### config.mk
export PLATFORM = sky130hd
export DESIGN_NAME = kbd_lcd_ctrl
export DESIGN_NICKNAME = d
export VERILOG_FILES = /design/src/rtl/kbd_lcd_ctrl.sv
export SDC_FILE = /design/constraint.sdc
export NUM_CORES = 1
export LEC_CHECK = 0
export ABC_AREA = 1
export BUFFER_PORTS_ARGS = -buffer_cell sky130_fd_sc_hd__buf_2
export CAP_MARGIN = 30
export CORE_UTILIZATION = 42
export DETAILED_ROUTE_END_ITERATION = 10
export SLEW_MARGIN = 5
export SYNTH_ARGS = -nofsm -noshare
export SYNTH_HDL_FRONTEND = slang
export SYNTH_SLANG_ARGS = --single-unit
### constraint.sdc
create_clock -name clk -period 2.8 [get_ports clk]
set_input_delay 0.14 -clock clk [delete_from_list [all_inputs] [get_ports clk]]
set_output_delay 0.14 -clock clk [all_outputs]
set_load 0.01 [all_outputs]
### src/rtl/kbd_lcd_ctrl.sv
// PS/2 set-2 scan-code decoder, ASCII queue and HD44780 16x2 LCD write sequencer.
// Runs the LCD power-up init, then writes queued characters with cursor wrap and line change.
module kbd_lcd_ctrl #(
  parameter int EN_CYCLES       = 25,
  parameter int CMD_WAIT_CYCLES = 2500,
  parameter int CLR_WAIT_CYCLES = 100000,
  parameter int PWRUP_CYCLES    = 1000000,
  parameter int FIFO_DEPTH      = 4
) (
  input  logic       clk,
  input  logic       rst_n,
  input  logic [7:0] scan_code,
  input  logic       scan_valid,
  output logic [7:0] lcd_data,
  output logic       lcd_rs,
  output logic       lcd_rw,
  output logic       lcd_en,
  output logic       lcd_on,
  output logic       busy,
  output logic       drop
);

  localparam int PTR_W = (FIFO_DEPTH > 1) ? $clog2(FIFO_DEPTH) : 1;
  localparam logic [7:0] ENTER_TOK = 8'h0A;

  typedef enum logic [2:0] {S_PWRUP, S_IDLE, S_DISPATCH, S_SETUP, S_EN_HI, S_WAIT} state_t;

  function automatic logic [8:0] decode(input logic [7:0] code);
    logic [8:0] r;
    r = 9'd0;
    case (code)
      8'h1C: r = {1'b1, 8'h41}; 8'h32: r = {1'b1, 8'h42}; 8'h21: r = {1'b1, 8'h43};
      8'h23: r = {1'b1, 8'h44}; 8'h24: r = {1'b1, 8'h45}; 8'h2B: r = {1'b1, 8'h46};
      8'h34: r = {1'b1, 8'h47}; 8'h33: r = {1'b1, 8'h48}; 8'h43: r = {1'b1, 8'h49};
      8'h3B: r = {1'b1, 8'h4A}; 8'h42: r = {1'b1, 8'h4B}; 8'h4B: r = {1'b1, 8'h4C};
      8'h3A: r = {1'b1, 8'h4D}; 8'h31: r = {1'b1, 8'h4E}; 8'h44: r = {1'b1, 8'h4F};
      8'h4D: r = {1'b1, 8'h50}; 8'h15: r = {1'b1, 8'h51}; 8'h2D: r = {1'b1, 8'h52};
      8'h1B: r = {1'b1, 8'h53}; 8'h2C: r = {1'b1, 8'h54}; 8'h3C: r = {1'b1, 8'h55};
      8'h2A: r = {1'b1, 8'h56}; 8'h1D: r = {1'b1, 8'h57}; 8'h22: r = {1'b1, 8'h58};
      8'h35: r = {1'b1, 8'h59}; 8'h1A: r = {1'b1, 8'h5A};
      8'h45: r = {1'b1, 8'h30}; 8'h16: r = {1'b1, 8'h31}; 8'h1E: r = {1'b1, 8'h32};
      8'h26: r = {1'b1, 8'h33}; 8'h25: r = {1'b1, 8'h34}; 8'h2E: r = {1'b1, 8'h35};
      8'h36: r = {1'b1, 8'h36}; 8'h3D: r = {1'b1, 8'h37}; 8'h3E: r = {1'b1, 8'h38};
      8'h46: r = {1'b1, 8'h39};
      8'h29: r = {1'b1, 8'h20};
      8'h5A: r = {1'b1, ENTER_TOK};
      default: r = 9'd0;
    endcase
    return r;
  endfunction

  function automatic logic [7:0] init_byte(input logic [1:0] idx);
    case (idx)
      2'd0:    return 8'h38;
      2'd1:    return 8'h0C;
      2'd2:    return 8'h01;
      default: return 8'h06;
    endcase
  endfunction

  // ---------------- decoder ----------------
  logic       brk_reg, ext_reg, dec_valid_reg;
  logic [7:0] dec_char_reg;

  always_ff @(posedge clk or negedge rst_n) begin
    if (!rst_n) begin
      brk_reg       <= 1'b0;
      ext_reg       <= 1'b0;
      dec_valid_reg <= 1'b0;
      dec_char_reg  <= 8'h00;
    end else begin
      dec_valid_reg <= 1'b0;
      if (scan_valid) begin
        // A byte following F0 or E0 is swallowed whatever it is.
        if (brk_reg)                brk_reg <= 1'b0;
        else if (ext_reg)           ext_reg <= 1'b0;
        else if (scan_code == 8'hF0) brk_reg <= 1'b1;
        else if (scan_code == 8'hE0) ext_reg <= 1'b1;
        else {dec_valid_reg, dec_char_reg} <= decode(scan_code);
      end
    end
  end

  // ---------------- ASCII FIFO ----------------
  logic [7:0]     mem [FIFO_DEPTH];
  logic [7:0]     rd_data_reg;
  logic [PTR_W-1:0] wr_ptr_reg, rd_ptr_reg;
  logic [PTR_W:0] count_reg;
  logic           drop_reg, full, push_ok, pop;
  state_t         state_reg;

  assign full    = (count_reg == (PTR_W+1)'(FIFO_DEPTH));
  assign push_ok = dec_valid_reg && !full;
  assign pop     = (state_reg == S_IDLE) && (count_reg != '0);

  always_ff @(posedge clk) begin
    if (push_ok) mem[wr_ptr_reg] <= dec_char_reg;
    if (pop)     rd_data_reg <= mem[rd_ptr_reg];
  end

  always_ff @(posedge clk or negedge rst_n) begin
    if (!rst_n) begin
      wr_ptr_reg <= '0;
      rd_ptr_reg <= '0;
      count_reg  <= '0;
      drop_reg   <= 1'b0;
    end else begin
      drop_reg <= dec_valid_reg && full;
      if (push_ok) wr_ptr_reg <= wr_ptr_reg + PTR_W'(1);
      if (pop)     rd_ptr_reg <= rd_ptr_reg + PTR_W'(1);
      case ({push_ok, pop})
        2'b10:   count_reg <= count_reg + (PTR_W+1)'(1);
        2'b01:   count_reg <= count_reg - (PTR_W+1)'(1);
        default: count_reg <= count_reg;
      endcase
    end
  end

  // ---------------- LCD write sequencer ----------------
  logic [31:0] cnt_reg;
  logic [1:0]  init_idx_reg;
  logic        in_init_reg, pend_valid_reg;
  logic [7:0]  pend_cmd_reg, lcd_data_reg;
  logic [4:0]  cursor_reg;
  logic        lcd_rs_reg, lcd_en_reg, lcd_on_reg;
  logic [31:0] wait_last;

  assign wait_last = (!lcd_rs_reg && lcd_data_reg == 8'h01) ? 32'(CLR_WAIT_CYCLES - 1)
                                                            : 32'(CMD_WAIT_CYCLES - 1);

  always_ff @(posedge clk or negedge rst_n) begin
    if (!rst_n) begin
      state_reg      <= S_PWRUP;
      cnt_reg        <= '0;
      init_idx_reg   <= '0;
      in_init_reg    <= 1'b0;
      pend_valid_reg <= 1'b0;
      pend_cmd_reg   <= 8'h00;
      cursor_reg     <= '0;
      lcd_data_reg   <= 8'h00;
      lcd_rs_reg     <= 1'b0;
      lcd_en_reg     <= 1'b0;
      lcd_on_reg     <= 1'b0;
    end else begin
      lcd_on_reg <= 1'b1;
      case (state_reg)
        S_PWRUP: begin
          if (cnt_reg == 32'(PWRUP_CYCLES - 1)) begin
            cnt_reg      <= '0;
            in_init_reg  <= 1'b1;
            init_idx_reg <= 2'd0;
            lcd_data_reg <= init_byte(2'd0);
            lcd_rs_reg   <= 1'b0;
            state_reg    <= S_SETUP;
          end else begin
            cnt_reg <= cnt_reg + 32'd1;
          end
        end
        S_IDLE: if (pop) state_reg <= S_DISPATCH;
        S_DISPATCH: begin
          state_reg <= S_SETUP;
          if (rd_data_reg == ENTER_TOK) begin
            lcd_rs_reg   <= 1'b0;
            lcd_data_reg <= cursor_reg[4] ? 8'h01 : 8'hC0;
            cursor_reg   <= cursor_reg[4] ? 5'd0 : 5'd16;
          end else begin
            lcd_rs_reg   <= 1'b1;
            lcd_data_reg <= rd_data_reg;
            cursor_reg   <= cursor_reg + 5'd1;  // 31 wraps to 0 with the clear below
            if (cursor_reg == 5'd15 || cursor_reg == 5'd31) begin
              pend_valid_reg <= 1'b1;
              pend_cmd_reg   <= cursor_reg[4] ? 8'h01 : 8'hC0;
            end
          end
        end
        S_SETUP: begin
          lcd_en_reg <= 1'b1;
          cnt_reg    <= '0;
          state_reg  <= S_EN_HI;
        end
        S_EN_HI: begin
          if (cnt_reg == 32'(EN_CYCLES - 1)) begin
            lcd_en_reg <= 1'b0;
            cnt_reg    <= '0;
            state_reg  <= S_WAIT;
          end else begin
            cnt_reg <= cnt_reg + 32'd1;
          end
        end
        S_WAIT: begin
          if (cnt_reg == wait_last) begin
            cnt_reg <= '0;
            if (in_init_reg) begin
              if (init_idx_reg == 2'd3) begin
                in_init_reg <= 1'b0;
                state_reg   <= S_IDLE;
              end else begin
                init_idx_reg <= init_idx_reg + 2'd1;
                lcd_data_reg <= init_byte(init_idx_reg + 2'd1);
                state_reg    <= S_SETUP;
              end
            end else if (pend_valid_reg) begin
              pend_valid_reg <= 1'b0;
              lcd_data_reg   <= pend_cmd_reg;
              lcd_rs_reg     <= 1'b0;
              state_reg      <= S_SETUP;
            end else begin
              state_reg <= S_IDLE;
            end
          end else begin
            cnt_reg <= cnt_reg + 32'd1;
          end
        end
        default: state_reg <= S_PWRUP;
      endcase
    end
  end

  assign lcd_data = lcd_data_reg;
  assign lcd_rs   = lcd_rs_reg;
  assign lcd_rw   = 1'b0;
  assign lcd_en   = lcd_en_reg;
  assign lcd_on   = lcd_on_reg;
  assign busy     = (state_reg != S_IDLE) || (count_reg != '0);
  assign drop     = drop_reg;

endmodule

== Word level (Yosys, flattened, before mapping) ==
Memory sizes are Yosys's and may differ from the RTL's. A register that Yosys moved wholly into a read port is not among the register bits.
Index checks and enable logic that the tools add are counted.
Storage, ports and cells
  logic and storage cells: 155
  memories kept: 2
  register bits after elaboration: 82
  ROM bits: 1024
  RAM bits: 32
Cells by class
  add/subtract/negate cells: 7
  bitwise operators: 5
  mux-type cells: 62
  reductions and logical operators: 27
  equality and inequality tests: 33
Memory list
  (no name shown): depth 128, width 8, rd ports 1, clocked after memory_dff 0, wr ports 0, RTL line 31  | case (code)
  mem: depth 4, width 8, rd ports 1, clocked after memory_dff 1, wr ports 1, RTL line 85  | logic [7:0] mem [FIFO_DEPTH];
Operators by type and width (number)
  one-hot mux 32 bit (4 select lines): 1
  two-way mux 32 bit: 3
  two-way mux 8 bit: 7
  adder 32 x 1 -> 32 bit (second input constant): 1
  equality test 32 x 17 -> 1 bit: 1
  equality test 32 x 20 -> 1 bit (second input constant): 1
  equality test 32 x 5 -> 1 bit (second input constant): 1
  two-way mux 1 bit: 27
  AND reduction 5 bit: 5
  one-hot mux 8 bit (3 select lines): 1
  != test 2 bit (second input constant): 10
  one-hot mux 3 bit (6 select lines): 1
  one-hot mux 6 bit (3 select lines): 1
  two-way mux 17 bit: 1
  equality test 8 bit (second input constant): 2
  two-way mux 3 bit: 5
  two-way mux 2 bit: 6
  two-way mux 5 bit: 2
  equality test 3 bit (second input constant): 3
  two-way mux 9 bit: 1
  equality test 8 x 1 -> 1 bit (second input constant): 1
  equality test 8 x 4 -> 1 bit (second input constant): 1
  nonzero test 2 bit: 4
  adder 2 x 1 -> 2 bit (second input constant): 3
  26 further kinds: 45

== Logic depth before layout (Yosys ltp) ==
  depth in word-level cells: 7
  depth in mapped cells: 13

== Worst setup path before layout ==
Ideal clock, no wire load.
  path type: reg2reg
  start point: reg state_reg[2]
  end point: reg count_reg[2]
  period minus slack after synthesis: 2340 ps
  required time: 2676 ps
  cell stages (with the launch flop): 13
  setup slack: 460 ps
  path buffers: 1
  arrival: 2216 ps
  path through: dfrtp_1 -> buf_2 -> inv_1 -> nand2_1 -> nor2_1 -> inv_1 -> nor2_1 -> ha_1 -> inv_1 -> fa_1 -> a21oi_1 -> o21ai_0 -> xnor2_1
Between the ends
  cells in the longest elaborated chain, start to end: 4
Ends and longest elaborated chain
  start, declared: RTL line 90  | state_t state_reg;
  start signal, assigned: RTL line 133  | state_reg <= S_PWRUP;
  start signal, assigned: RTL line 154  | state_reg <= S_SETUP;
  start signal, assigned: RTL line 159  | S_IDLE: if (pop) state_reg <= S_DISPATCH;
  equality test 3 x 1 -> 1 bit (*): RTL line 94  | assign pop = (state_reg == S_IDLE) && (count_reg != '0);
  logical AND 1 bit (*): RTL line 94
  net pop: RTL line 89  | logic drop_reg, full, push_ok, pop;
  equality test 2 x 1 -> 1 bit / equality test 2 bit (equally long branches): RTL line 111  | case ({push_ok, pop})
  one-hot mux 3 bit (2 select lines) / nonzero test 2 bit (equally long branches)
  end signal, assigned: RTL line 112  | 2'b10: count_reg <= count_reg + (PTR_W+1)'(1);
  end signal, assigned: RTL line 113  | 2'b01: count_reg <= count_reg - (PTR_W+1)'(1);
  end signal, assigned: RTL line 114  | default: count_reg <= count_reg;
  end, declared: RTL line 88  | logic [PTR_W:0] count_reg;
Mark *: on every way through the listed nets, which the timed path passes. The rest lies on a longest branch.
A chain may end at the register's enable or synchronous reset.

== Final worst setup path ==
  start point: reg state_reg[1]
  end point: reg lcd_data_reg[0], in the netlist lcd_data[0]
Between the ends
  cells in the longest elaborated chain, start to end: 3
Ends and longest elaborated chain
  equality test 3 bit (tied with other cells): RTL line 146  | case (state_reg)
  != test 3 bit (no source line) (tied with other cells)
  AND reduction 5 bit (no source line)
  end signal, assigned: RTL line 152  | lcd_data_reg <= init_byte(2'd0);
  end signal, assigned: RTL line 164  | lcd_data_reg <= cursor_reg[4] ? 8'h01 : 8'hC0;
  end signal, assigned: RTL line 168  | lcd_data_reg <= rd_data_reg;
  end, declared: RTL line 123  | logic [7:0] pend_cmd_reg, lcd_data_reg;
Several ways; a longest one is shown, not always the timed one.

==> metrics.yaml <==
status:
  status: "finished clean"
detailed_routing:
  wl_met2_um: 7730
  final_antenna_net_count: 0
  dr_wl_met3_um: 673
  totalWireLength_um: 16800
  post_drt_wl_per_cell_um: 14.2
  initialDrtViolationCount: 469
  via_per_inst: 5.18
  drc_errors: 0
  top_layer_used: "met4"
  dr.pass1.iters: 5
  num_vias: 6118
  met1Wirelength_um: 8100
sta:
  hold_ws_ns: 0.140
  hold_violations: 0
  fin_crit_sh_pct: 78.5
  slew_viol_final: 0
  period_minus_slack_ns: 2.20
  grt_setup_unrepaired: "no"
  skew_ns: 0.00939
  max-slew-margin-rel_pct: 54.2
  setup_tns_ns: 0
  tightestPinTransition_ns: 0.685
  setup_viol: 0
  timing.fmax_ghz: 0.455
global_route:
  grt_max_degree: 49
  grt.overflow.total: 0
  grt_first_pass_wirelength_um: 28200
  grt_pass1_vias: 5728
  antenna_found_initial: 0
  track_usage_pct: 21.3
placement:
  place_congestion: 0.918
  portBuffers: 23
  hpwl_um: 12600
die:
  coreArea_sq_mm: 0.0159
  die_area_sq_mm: 0.0170
  row_count: 46
  die_w_um: 130
  initial_core_util_pct: 43.3
  io_pins: 25
  dieHeight_um: 130
cts:
  cts_buffers: 9
  clk_pin_slew_ns: 0.08
  clockRootBuffer: "clkbuf_16"
  cts_buffer_depth: 2
  post_cts_resized: 0
  clkSinkCount: 110
  clock_latency_ns: 0.37
  htree_levels: 3
  cts_tree: "yes"
setup_path:
  cp_cell_sequence: "inv_2 -> nand2_1 -> nor2_1 -> nor2_1 -> mux2i_4 -> nand3_4 -> nand2_1 -> nand2_1"
  cp.arrival_ns: 2.45
  worst_path_most_repeated_cell: "nand2_1"
  crit_fanout: 18
  critPathRequiredTime_ns: 3.06
  timing.rr.start: "state_reg[1]"
  rrSetupSlack_ns: 0.60
  crit_type: "reg -> reg"
  startpoint_type: "register"
  critPathSlowestCell: "dfrtp_1"
  cpPeakStageDelay_ns: 0.40
  worst_setup_path_end_kind: "register"
  critPathLaunch: "state_reg[1]"
logic_synthesis:
  yosys-top-cells-count: "270 x nand2_1, 146 x nor2_1, 99 x inv_1"
  avgSynthCellArea_sq_um: 7.31
  async_flop_share_pct: 68.2
  synth.top_cell.area_share_pct: 27.2
  yosysTopAreaCell: "dfrtp_1"
  synth_most_common_cell: "nand2_1"
  synth_area_sq_mm: 0.00690
  ys.flop_type: "dfrtp_1"
  synth_enable_flop_cells: 35
  synth_fp_nets: 978
  yosys.cell_types.count: 45
  synth_warnings: 0
  synth.top_cells.by_area: "dfrtp_1 27%, edfxtp_1 15%, nand2_1 15%, nor2_1 7.9%, inv_1 5.4%"
  ys_seq_area_share_pct: 42.4
  ys_seq_elements: 110
  synth_cells: 944
power_and_ir_drop:
  max-vdd-ir-drop_uv: 383
  leakage_nw: 3.50
  total_power_mw: 3.40
  p_per_area_mw_per_mm2: 448
finish:
  diodes: 0
  nets: 995
  drive_gt1_share_pct: 7.04
  area_growth_pct: 9.75
  largest_reg_flops: 32
run:
  maxCapViolCount: 0
hold_path:
  worstHoldPathType: "in -> reg"
  hold_start: "scan_code[6]"
cell type report:
| type | count | area [sq um] |
|---|---|---|
| fillers | 1647 | 8370 |
| multi-input cells | 702 | 3450 |
| flip-flops and latches | 110 | 2930 |
| inverters | 104 | 390 |
| well taps | 216 | 270 |
| clock buffers | 9 | 225 |
| repair buffers | 34 | 225 |
| clock inverters | 7 | 90.1 |
per-stage QoR:
stage          worst slack (ns)  instance area [sq um]  util (%)  instances
2_1_floorplan             0.460                   6900         -        944
3_3_place_gp              0.630                   7210      45.3       1163
3_5_place_dp              0.587                   7240      45.4       1164
4_1_cts                   0.578                   7580      47.5       1182
5_1_grt                   0.386                   7580      47.5       1182
6_report                  0.603                   7580      47.5       1182
layout by cell type, fill, tap and decap left out, types with 13 or more instances in the layout:
cell       Yosys  final
a21oi_1       20     20
buf_2         11     22
dfrtp_1       75     75
edfxtp_1      35     35
ha_1          22     22
inv_1         99     99
nand2_1      270    270
nand3_1       61     61
nand4_1       25     25
nor2_1       146    146
o2111ai_1     13     13
o21ai_0       67     67
what timing repair did:
action	4_1_cts	5_1_grt
endpoints found under the hold margin	28	0
buffers inserted	0	0
hold buffers	2	0
setup endpoints to repair	0	0
layer usage:
| layer | vias to the layer above | track usage, % |
|---|---|---|
| met5 | - | 0 |
| met4 | 0 | 6.77 |
| met3 | 28 | 3.16 |
| met2 | 141 | 34.8 |
| met1 | 2832 | 28.8 |
| li1 | 3117 | - |
path summary, 6_finish.rpt:
kind,end,cells after the start
worst max-delay path,lcd_data[0],8
worst min-delay path,dec_char_reg[0],4
worst max register to register,lcd_data[0],8
worst min register to register,ext_reg,2
max in group asynchronous,cursor_reg[3],3
min in group asynchronous,cnt_reg[7],2
report_power, final:
group | internal, mW | total [mW] | switching [mW]
Combinational | 0.103 | 0.304 | 0.202
Clock | 0.639 | 1.31 | 0.673
Sequential | 1.73 | 1.78 | 0.0494
Total | 2.47 | 3.40 | 0.924
critical path: cells and delay by family, from the launching register on:
family,cells,cell delay (ns)
AND/OR/NAND/NOR,6,1.07
flip-flops,1,0.40
multiplexers,1,0.34
buffers and inverters,1,0.28
kinds of logic after synthesis:
group,Yosys count,synth area share [%]
AO/OA/AOI/OAI,132,11.1
XOR/XNOR,12,1.52
adder cells (fa/ha/maj),23,4.28
buffers and inverters,132,7.65
flip-flops,110,42.4
multiplexers,2,0.471
other,2,0.109
AND/OR/NAND/NOR,531,32.4
Note: power is estimated with default switching activity, not from simulation.
